**config.mk**
```make
export PLATFORM = sky130hd
export DESIGN_NAME = aclk_controller_flat
export DESIGN_NICKNAME = d
export VERILOG_FILES = /design/src/rtl/aclk_pkg.sv /design/src/rtl/aclk_if.sv /design/src/rtl/aclk_key_reg.sv /design/src/rtl/aclk_controller.sv /design/src/flat_wrapper.sv
export SDC_FILE = /design/constraint.sdc
export NUM_CORES = 1
export LEC_CHECK = 0
export CAP_MARGIN = 20
export CORE_MARGIN = 5
export CORE_UTILIZATION = 60
export CTS_BUF_LIST = sky130_fd_sc_hd__clkbuf_4 sky130_fd_sc_hd__clkbuf_8
export DETAILED_ROUTE_END_ITERATION = 8
export DONT_BUFFER_PORTS = 1
export PLACE_DENSITY = 0.76
export SYNTH_ARGS = -nofsm -noshare
export SYNTH_HDL_FRONTEND = slang
export SYNTH_SLANG_ARGS = --single-unit
```
**constraint.sdc**
```tcl
create_clock -name clk -period 4.6 [get_ports clk]
set_input_delay 0.92 -clock clk [delete_from_list [all_inputs] [get_ports clk]]
set_output_delay 0.92 -clock clk [all_outputs]
set_load 0.03 [all_outputs]
```
**src/rtl/aclk_pkg.sv**
```systemverilog
`default_nettype none
// ============================================================================
//  Module      : aclk_pkg
//  Description : Shared types and constants for the alarm-clock keypad
//                sequencing controller.
//  Revision    : 1.0 - initial release
// ============================================================================
package aclk_pkg;

    // Controller FSM encoding
    typedef enum logic [2:0] {
        SHOW_TIME  = 3'd0,
        KEY_STORED = 3'd1,
        KEY_WAIT   = 3'd2,
        KEY_ENTRY  = 3'd3,
        SET_TIME   = 3'd4,
        SET_ALARM  = 3'd5,
        SHOW_ALARM = 3'd6,
        ERROR      = 3'd7
    } state_t;

    // Keypad command codes
    localparam logic [3:0] KEY_ALARM = 4'hA;
    localparam logic [3:0] KEY_TIME  = 4'hB;
    localparam logic [3:0] KEY_NONE  = 4'hF;

    localparam int DEFAULT_TIMEOUT_S = 10;

    // Keypad codes 0..9 are digits
    function automatic logic is_digit(input logic [3:0] k);
        return (k <= 4'd9);
    endfunction

    // Codes C..F all mean "no key pressed"
    function automatic logic is_released(input logic [3:0] k);
        return (k >= 4'hC);
    endfunction

endpackage
`default_nettype wire

```
**src/rtl/aclk_if.sv**
```systemverilog
`default_nettype none
// ============================================================================
//  Module      : aclk_if
//  Description : Keypad/display bundle between the keypad side (master) and
//                the sequencing controller (slave).
//  Revision    : 1.0 - initial release
// ============================================================================
interface aclk_if;
    logic       one_second;
    logic [3:0] key;
    logic [3:0] new_time_ms_hr;
    logic [3:0] new_time_ls_hr;
    logic [3:0] new_time_ms_min;
    logic [3:0] new_time_ls_min;
    logic       load_new_c;
    logic       load_new_a;
    logic       show_a;
    logic       show_new_time;
    logic       entry_error;

    modport master (
        output one_second, key,
        input  new_time_ms_hr, new_time_ls_hr, new_time_ms_min, new_time_ls_min,
        input  load_new_c, load_new_a, show_a, show_new_time, entry_error
    );

    modport slave (
        input  one_second, key,
        output new_time_ms_hr, new_time_ls_hr, new_time_ms_min, new_time_ls_min,
        output load_new_c, load_new_a, show_a, show_new_time, entry_error
    );
endinterface
`default_nettype wire

```
**src/rtl/aclk_key_reg.sv**
```systemverilog
`default_nettype none
// ============================================================================
//  Module      : aclk_key_reg
//  Description : Four-digit BCD entry register with shift/clear and an
//                hh:mm validity check.
//  Revision    : 1.0 - initial release
// ============================================================================
module aclk_key_reg (
    input  wire logic       clk,
    input  wire logic       reset,
    input  wire logic       clear,
    input  wire logic       shift,
    input  wire logic [3:0] key,
    output logic      [3:0] ms_hr,
    output logic      [3:0] ls_hr,
    output logic      [3:0] ms_min,
    output logic      [3:0] ls_min,
    output logic            valid
);

    logic [15:0] r_entry;
    logic [7:0]  w_hours;

    // Shift a digit in on the right; clear+shift starts a fresh entry 000d
    always_ff @(posedge clk or negedge reset) begin
        if (!reset) begin
            r_entry <= 16'h0000;
        end else if (shift) begin
            r_entry <= clear ? {12'h000, key} : {r_entry[11:0], key};
        end else if (clear) begin
            r_entry <= 16'h0000;
        end
    end

    assign ms_hr  = r_entry[15:12];
    assign ls_hr  = r_entry[11:8];
    assign ms_min = r_entry[7:4];
    assign ls_min = r_entry[3:0];

    assign w_hours = ({4'd0, ms_hr} * 8'd10) + {4'd0, ls_hr};

    // Legal 24-hour time: 00:00 .. 23:59 with every digit a proper BCD value
    always_comb begin
        valid = (ms_hr <= 4'd2) && (ls_hr <= 4'd9) && (w_hours <= 8'd23) &&
                (ms_min <= 4'd5) && (ls_min <= 4'd9);
    end

endmodule
`default_nettype wire

```
**src/rtl/aclk_controller.sv**
```systemverilog
`default_nettype none
// ============================================================================
//  Module      : aclk_controller
//  Description : Keypad sequencing controller: digit entry, validation,
//                counter/alarm load pulses, display select and idle timeout.
//  Revision    : 1.0 - initial release
// ============================================================================
module aclk_controller
    import aclk_pkg::*;
#(
    parameter int TIMEOUT_S = DEFAULT_TIMEOUT_S
) (
    input  wire logic clk,
    input  wire logic reset,
    aclk_if.slave     bus
);

    localparam logic [3:0] c_last_count = 4'(TIMEOUT_S - 1);

    state_t     r_state;
    state_t     w_next;
    logic [3:0] r_count;
    logic       w_clear;
    logic       w_shift;
    logic       w_valid;
    logic       w_timeout;
    logic       w_idle;

    aclk_key_reg u_key_reg (
        .clk    (clk),
        .reset  (reset),
        .clear  (w_clear),
        .shift  (w_shift),
        .key    (bus.key),
        .ms_hr  (bus.new_time_ms_hr),
        .ls_hr  (bus.new_time_ls_hr),
        .ms_min (bus.new_time_ms_min),
        .ls_min (bus.new_time_ls_min),
        .valid  (w_valid)
    );

    // Timeout only runs while waiting for the user inside an entry
    assign w_idle    = (r_state == KEY_WAIT) || (r_state == KEY_ENTRY);
    assign w_timeout = bus.one_second && (r_count == c_last_count);

    // Seconds-without-keypress counter; any other state restarts it
    always_ff @(posedge clk or negedge reset) begin
        if (!reset) begin
            r_count <= 4'd0;
        end else if (!w_idle) begin
            r_count <= 4'd0;
        end else if (bus.one_second) begin
            r_count <= r_count + 4'd1;
        end
    end

    // State register
    always_ff @(posedge clk or negedge reset) begin
        if (!reset) begin
            r_state <= SHOW_TIME;
        end else begin
            r_state <= w_next;
        end
    end

    // Next-state and entry-register control; keys take priority over timeout
    always_comb begin
        w_next  = r_state;
        w_clear = 1'b0;
        w_shift = 1'b0;
        case (r_state)
            SHOW_TIME: begin
                if (is_digit(bus.key)) begin
                    w_clear = 1'b1;
                    w_shift = 1'b1;
                    w_next  = KEY_STORED;
                end else if (bus.key == KEY_ALARM) begin
                    w_next = SHOW_ALARM;
                end
            end
            KEY_STORED: w_next = KEY_WAIT;
            KEY_WAIT: begin
                if (is_released(bus.key)) begin
                    w_next = KEY_ENTRY;
                end else if (w_timeout) begin
                    w_next = SHOW_TIME;
                end
            end
            KEY_ENTRY: begin
                if (is_digit(bus.key)) begin
                    w_shift = 1'b1;
                    w_next  = KEY_STORED;
                end else if (bus.key == KEY_TIME) begin
                    w_next = w_valid ? SET_TIME : ERROR;
                end else if (bus.key == KEY_ALARM) begin
                    w_next = w_valid ? SET_ALARM : ERROR;
                end else if (w_timeout) begin
                    w_next = SHOW_TIME;
                end
            end
            SHOW_ALARM: begin
                if (bus.key != KEY_ALARM) begin
                    w_next = SHOW_TIME;
                end
            end
            default: w_next = SHOW_TIME;
        endcase
    end

    // Moore output decode
    always_comb begin
        bus.load_new_c    = (r_state == SET_TIME);
        bus.load_new_a    = (r_state == SET_ALARM);
        bus.entry_error   = (r_state == ERROR);
        bus.show_a        = (r_state == SHOW_ALARM);
        bus.show_new_time = (r_state == KEY_STORED) || (r_state == KEY_WAIT) ||
                            (r_state == KEY_ENTRY)  || (r_state == SET_ALARM);
    end

endmodule
`default_nettype wire

```
**src/flat_wrapper.sv**
```systemverilog
// flat-port wrapper written by rule: the top's interface ports become plain ports
module aclk_controller_flat import aclk_pkg::*;
#(
    parameter int TIMEOUT_S = DEFAULT_TIMEOUT_S
)
  (clk, reset, bus_one_second, bus_key, bus_new_time_ms_hr, bus_new_time_ls_hr, bus_new_time_ms_min, bus_new_time_ls_min, bus_load_new_c, bus_load_new_a, bus_show_a, bus_show_new_time, bus_entry_error);
  aclk_if bus_i ();
  input  wire logic clk;
  input  wire logic reset;
  input wire logic [$bits(bus_i.one_second)-1:0] bus_one_second;
  input wire logic [$bits(bus_i.key)-1:0] bus_key;
  output wire logic [$bits(bus_i.new_time_ms_hr)-1:0] bus_new_time_ms_hr;
  output wire logic [$bits(bus_i.new_time_ls_hr)-1:0] bus_new_time_ls_hr;
  output wire logic [$bits(bus_i.new_time_ms_min)-1:0] bus_new_time_ms_min;
  output wire logic [$bits(bus_i.new_time_ls_min)-1:0] bus_new_time_ls_min;
  output wire logic [$bits(bus_i.load_new_c)-1:0] bus_load_new_c;
  output wire logic [$bits(bus_i.load_new_a)-1:0] bus_load_new_a;
  output wire logic [$bits(bus_i.show_a)-1:0] bus_show_a;
  output wire logic [$bits(bus_i.show_new_time)-1:0] bus_show_new_time;
  output wire logic [$bits(bus_i.entry_error)-1:0] bus_entry_error;
  assign bus_i.one_second = bus_one_second;
  assign bus_i.key = bus_key;
  assign bus_new_time_ms_hr = bus_i.new_time_ms_hr;
  assign bus_new_time_ls_hr = bus_i.new_time_ls_hr;
  assign bus_new_time_ms_min = bus_i.new_time_ms_min;
  assign bus_new_time_ls_min = bus_i.new_time_ls_min;
  assign bus_load_new_c = bus_i.load_new_c;
  assign bus_load_new_a = bus_i.load_new_a;
  assign bus_show_a = bus_i.show_a;
  assign bus_show_new_time = bus_i.show_new_time;
  assign bus_entry_error = bus_i.entry_error;
  aclk_controller #(.TIMEOUT_S(TIMEOUT_S)) u_core (.clk(clk), .reset(reset), .bus(bus_i));
endmodule
```
After elaboration in Yosys (flattened, before gate mapping)

Cells that the tools add are included.

Latch bits: 0
Bits in writable memories: 0
Bits in read-only memories: 0
Word-level logic and storage cells: 59
Output and inout port bits: 21
Memories kept: 0
Register bits: 23
Input port bits: 7

Eq/ne operators: 14
$add $sub $neg: 2
Bitwise logic cells: 0
Reductions and logical operators: 13
Muxes and demuxes: 19
Magnitude comparators: 7
$mul: 1
Divide/modulo/power cells: 0
Shifts and indexed selects: 0

Operator list:

| cell                  | count |
|---|---|
| $mux W16              | 3 |
| $mux W3               | 8 |
| $pmux W3 S5           | 1 |
| $eq A3 B3 Y1 const B  | 4 |
| $eq A4 B4 Y1 const B  | 3 |
| $le A4 B4 Y1 const B  | 3 |
| $add A8 B4 Y8         | 1 |
| $le A8 B5 Y1 const B  | 1 |
| $mux W4               | 2 |
| $mul A4 B3 Y7 const B | 1 |
| $eq A3 B2 Y1 const B  | 2 |
| $logic_and A1 B1 Y1   | 5 |
| $add A4 B1 Y4 const B | 1 |
| $ge A4 B4 Y1 const B  | 1 |
| $le A4 B2 Y1 const B  | 1 |
| $le A4 B3 Y1 const B  | 1 |
| $logic_or A1 B1 Y1    | 4 |
| $mux W2               | 2 |
| $ne A4 B4 Y1 const B  | 1 |
| $eq A3 B1 Y1 const B  | 1 |
| $logic_not A3 Y1      | 1 |
| $mux W1               | 3 |
| $ne A3 B1 Y1 const B  | 1 |
| $ne A2 B1 Y1 const B  | 1 |
| 4 further kinds       | 4 |

Logic depth before layout (Yosys ltp)

Depth in word-level cells: 11
Depth in mapped cells: 9
Depth with buffers taken out: 9

Modules after synthesis

A second synthesis with hierarchy kept.

Cell total of the unflattened synthesis: 141
Area total of the unflattened synthesis: 1,406.3 um^2

By module, submodules not included:

| module          | area an instance (um^2) | times used | cells each | seq. area each (um^2) |
|---|---|---|---|---|
| aclk_key_reg    | 878.3                   | 1          | 76         | 400.4 |
| aclk_controller | 528.0                   | 1          | 65         | 175.2 |

Worst setup path before layout

Ideal clock, no wire load.

Kind: register to register
From: register u_core.u_key_reg.r_entry[13]
To: register u_core.r_state[1]
Required time: 4,467 ps
Period minus slack after synthesis: 2,520 ps
Data arrival time: 2,387 ps
Buffers on the path: 0
Slack: 2,080 ps
Library setup time: 133 ps
Cell stages (with the launch flop): 10
Path through: dfrtp_1 > ha_1 > ha_1 > inv_1 > fa_1 > nor2_1 > a221o_1 > a311o_1 > o31ai_1 > o21ai_0

Word-level cells in the longest chain between the ends: 11
Elaborated cells on any way between the ends: 14
Those cells by class: add/sub: 1; mul: 1; order compare: 2; mux: 6; reduce/logical: 4

Ends and longest elaborated chain:

| what                                 | line                  | source |
|---|---|---|
| from (decl)                          | aclk_key_reg.sv:21    | `logic [15:0] r_entry;` |
| from (signal assigned)               | aclk_key_reg.sv:29    | `r_entry <= clear ? {12'h000, key} : {r_entry[11:0], key};` |
| $mul A4 B3 Y7                        | aclk_key_reg.sv:40    | `assign w_hours = ({4'd0, ms_hr} * 8'd10) + {4'd0, ls_hr};` |
| $add A8 B4 Y8                        | aclk_key_reg.sv:40    |  |
| $le A8 B5 Y1                         | aclk_key_reg.sv:44    | `valid = (ms_hr <= 4'd2) && (ls_hr <= 4'd9) && (w_hours <= 8'd23) &&` |
| $logic_and A1 B1 Y1 (*) (2 in a row) | aclk_key_reg.sv:44    |  |
| $logic_and A1 B1 Y1 (*)              | aclk_key_reg.sv:45    | `(ms_min <= 4'd5) && (ls_min <= 4'd9);` |
| $mux W2                              | aclk_controller.sv:96 | `w_next = w_valid ? SET_ALARM : ERROR;` |
| $mux W3                              | aclk_controller.sv:95 | `end else if (bus.key == KEY_ALARM) begin` |
| $mux W3 (*)                          | aclk_controller.sv:93 | `end else if (bus.key == KEY_TIME) begin` |
| $mux W3 (*)                          | aclk_controller.sv:90 | `if (is_digit(bus.key)) begin` |
| $pmux W3 S5 (*)                      | aclk_controller.sv:71 | `case (r_state)` |
| to (signal assigned)                 | aclk_controller.sv:62 | `r_state <= w_next;` |
| to (decl)                            | aclk_controller.sv:20 | `state_t r_state;` |

Mark *: on every way between the ends. The rest lies on a longest branch, timed or not.
A chain may end at the register's enable or synchronous reset.

Worst setup path in the final report

From: register u_core.r_state[0]
To: output bus_load_new_a

Word-level cells in the longest chain between the ends: 1

Ends and longest elaborated chain:

| what         | line                   | source |
|---|---|---|
| $eq A3 B3 Y1 | aclk_controller.sv:113 | `bus.load_new_a = (r_state == SET_ALARM);` |
| to (decl)    | flat_wrapper.sv:17     | `output wire logic [$bits(bus_i.load_new_a)-1:0] bus_load_new_a;` |

No other way between the ends.

==> impl_metrics.env <==
export IMPL_status="completed"
export IMPL_net_switching_power_mw=0.514
export IMPL_numCtsBuffers=3
export IMPL_placed_area_um2=1450
export IMPL_cts_htree_levels=1
export IMPL_synthDistinctLibCells=44
export IMPL_hold_path_class="primary input to async pin"
export IMPL_hold_viol_final=0
export IMPL_hpwlAfterDp_um=2270
export IMPL_design_die_area_um2=3480
export IMPL_start_kind="flip-flop"
export IMPL_path_clk_slew_ns=0.13
export IMPL_area_delta_synth_final_pct=2.69
export IMPL_max_slew_margin_rel=0.371
export IMPL_path_max_fanout=11
export IMPL_drtIter0Drc=53
export IMPL_diodes=0
export IMPL_synth_warnings=0
export IMPL_syn_num_nets=159
export IMPL_crit_family="simple AND/OR/NAND/NOR gates"
export IMPL_synth_top_family_by_area="simple AND/OR/NAND/NOR gates"
export IMPL_grt_max_degree=24
export IMPL_synth_fa_ha_area_frac=0.0973
export IMPL_worstSkewPairLatency_ns=0.32
export IMPL_setup_viol=0
export IMPL_finalMaxSlewViolations=0
export IMPL_grt_pass1_vias=1163
export IMPL_yosys_mux_area_fraction=0.104
export IMPL_drc=0
export IMPL_crit_path_top_delay_cell="nor3b_1"
export IMPL_worstSetupPathType="flip-flop to primary output"
export IMPL_clkPwrFrac=0.097
export IMPL_tightestPinTransition_ns=0.942
export IMPL_fmax_ghz=0.354
export IMPL_num_io_pins=28
export IMPL_synthSimpleGateAreaFrac=0.179
export IMPL_viasPerCell=6.31
export IMPL_overflow=0
export IMPL_clockBufferDepth=2
export IMPL_gr_usage_all_layers=0.201
export IMPL_synth_area_per_cell_um2=10.1
export IMPL_numPortBuffers=0
export IMPL_cp_arrival_ns=1.91
export IMPL_cp_num_cells=2
export IMPL_cts_tree="yes"
export IMPL_synth_compound_area_frac=0.152
export IMPL_swShare=0.512
export IMPL_cts_resized=0
export IMPL_async_flop_share=1.00
export IMPL_postLayoutCoreUtil=0.656
export IMPL_critPathBufInv=1
export IMPL_leakage_nw=0.678
export IMPL_rows=17
export IMPL_crit_path_end_kind="primary output"
export IMPL_grt_pass1_wl_um=5350
export IMPL_synth_xor_area_share=0.0304
export IMPL_syn_inst=142
export IMPL_hold_buffers=0
export IMPL_internal_power_mw=0.489
export IMPL_power_frac_comb=0.389
export IMPL_postCtsSetupBuffers=0
export IMPL_drtPass1Iterations=4
export IMPL_antenna_found_initial=0
export IMPL_finalCritPeriodShare=0.614
export IMPL_pwr_share_seq=0.514
export IMPL_initial_utilization=0.639
export IMPL_fin_area_um2=1480
export IMPL_maxCapViolations=0
export IMPL_die_w_um=59.0
export IMPL_place_gp_congestion=0.855
export IMPL_die_y_um=59.0
export IMPL_setup_tns_ns=0
export IMPL_fin_nets=159
export IMPL_clockRootBuffer="clkbuf_4"
export IMPL_period_minus_slack_ns=2.83
export IMPL_p_per_area_nw_per_um2=678
export IMPL_grt_setup_unrepaired="false"
export IMPL_drive_above_1_share=0.113
export IMPL_holdWs_ns=0.272
export IMPL_wire_per_inst_um=17.8
export IMPL_drt_wl_total_um=3020
export IMPL_worst_r2r_cell_count=9
export IMPL_clock_sinks=23
export IMPL_vdd_drop_max_mv=0.474
export IMPL_place_inst=165
export IMPL_drt_antenna_violating_nets=0
export IMPL_required_ns=3.68
export IMPL_ys_flop_type="dfrtp_1"
export IMPL_finClkSkew_ns=0.00232
export IMPL_syn_cell_area_um2=1440
export IMPL_via_count=1066
export IMPL_synth_edff_count=0
export IMPL_ys_seq_area_frac=0.400
export IMPL_slowest_delay_ns=0.81
export IMPL_synth_seq_cells=23
export IMPL_core_area_um2=2250
export IMPL_fillCellCount=211
export IMPL_path_cells="inv_1, nor3b_1"
export IMPL_final_cells=169
metal layers:
metal  track usage  vias to the layer above  routed length (um)
met5             0                        -                   0
met3        0.0458                        7                 209
met2         0.317                       33                1380
li1              -                      504                   -
met4        0.0906                        0                  63
met1         0.262                      522                1360
cell families (layout without fill, tap and decap cells):
kind of cell,count (synthesis),after routing
buf+inv,13,12
simple gates,46,46
mux,14,14
compound gates,31,31
fa+ha+maj,10,10
xor+xnor,5,5
flops,23,23
power by group through the flow:
stage	Clock (mW)	Sequential, mW	Combinational [mW]
final	0.0971	0.515	0.391
after global routing	0.108	0.534	0.443
after CTS	0.0994	0.518	0.391
after detailed placement	0	0.523	0.389
after global placement	0	0.518	0.373
after floorplan	0	0.459	0.365
Yosys cell counts (2+ instances only):
cell       n  area, um2
a21oi_1    8       40.0
xor2_1     3       26.3
o21ai_0    5       25.0
a211oi_1   2       15.0
o31ai_1    2       15.0
mux2i_1    9       90.1
nor2_1    20       75.1
clkbuf_1   3       11.3
or2_2      2       12.5
nand2b_1   2       12.5
nand4_1    2       12.5
inv_1      8       30.0
dfrtp_1   23        576
fa_1       2       40.0
nor2_4     2       22.5
mux2_2     4       45.0
a21o_1     2       15.0
xnor2_1    2       17.5
a22o_1     3       26.3
ha_1       8        100
nand3_1    2       10.0
nand2_1    6       22.5
stage by stage:
stage               setup slack [ns]  power, mW
detailed placement              1.91      0.912
global placement                1.99      0.891
CTS                             1.75       1.01
floorplan                       2.08      0.824
finish                          1.77       1.00
global route                    1.65       1.09
worst paths after layout:
kind	startpoint	to	slack [ns]
worst max-delay path	u_core.r_state[0]$_DFFE_PN0P_	bus_load_new_a	1.77
worst min-delay path	reset	u_core.u_key_reg.r_entry[8]$_DFFE_PN0P_	0.27
worst max register to register	u_core.u_key_reg.r_entry[13]$_DFFE_PN0P_	u_core.r_state[0]$_DFFE_PN0P_	1.89
worst min register to register	u_core.r_count[3]$_DFFE_PN0P_	u_core.r_count[3]$_DFFE_PN0P_	0.56
max in group asynchronous	reset	u_core.r_state[2]$_DFFE_PN0P_	4.26
min in group clk	u_core.r_count[3]$_DFFE_PN0P_	u_core.r_count[3]$_DFFE_PN0P_	0.56
registers in the layout, indices dropped and copies added, names as in the netlist:
signal	count
u_core.r_count	4
u_core.u_key_reg.r_entry	16
u_core.r_state	3
area by class of cell:
| class | count | area [um2] | share of cell area |
|---|---|---|---|
| Sequential cell | 23 | 576 | 0.389 |
| Clock inverter | 1 | 5.00 | 0.00338 |
| Multi-Input combinational cell | 106 | 811 | 0.548 |
| Clock buffer | 3 | 22.5 | 0.0152 |
| Tap cell | 28 | 35.0 | 0.0237 |
| Inverter | 8 | 30.0 | 0.0203 |
layout by cell type (no fill, tap or decap), drive strengths merged, types with 2 or more instances in the layout:
master	instances
mux2i	9
fa	2
a211oi	2
nand4	2
o31ai	2
nor2	22
dfrtp	23
nand2b	3
clkbuf	3
a22o	3
a21oi	8
ha	8
nand3	2
xnor2	2
a21o	2
mux2	5
nand2	6
or2	2
inv	8
o21ai	6
xor2	3
Power figures use the tool's default switching activity.
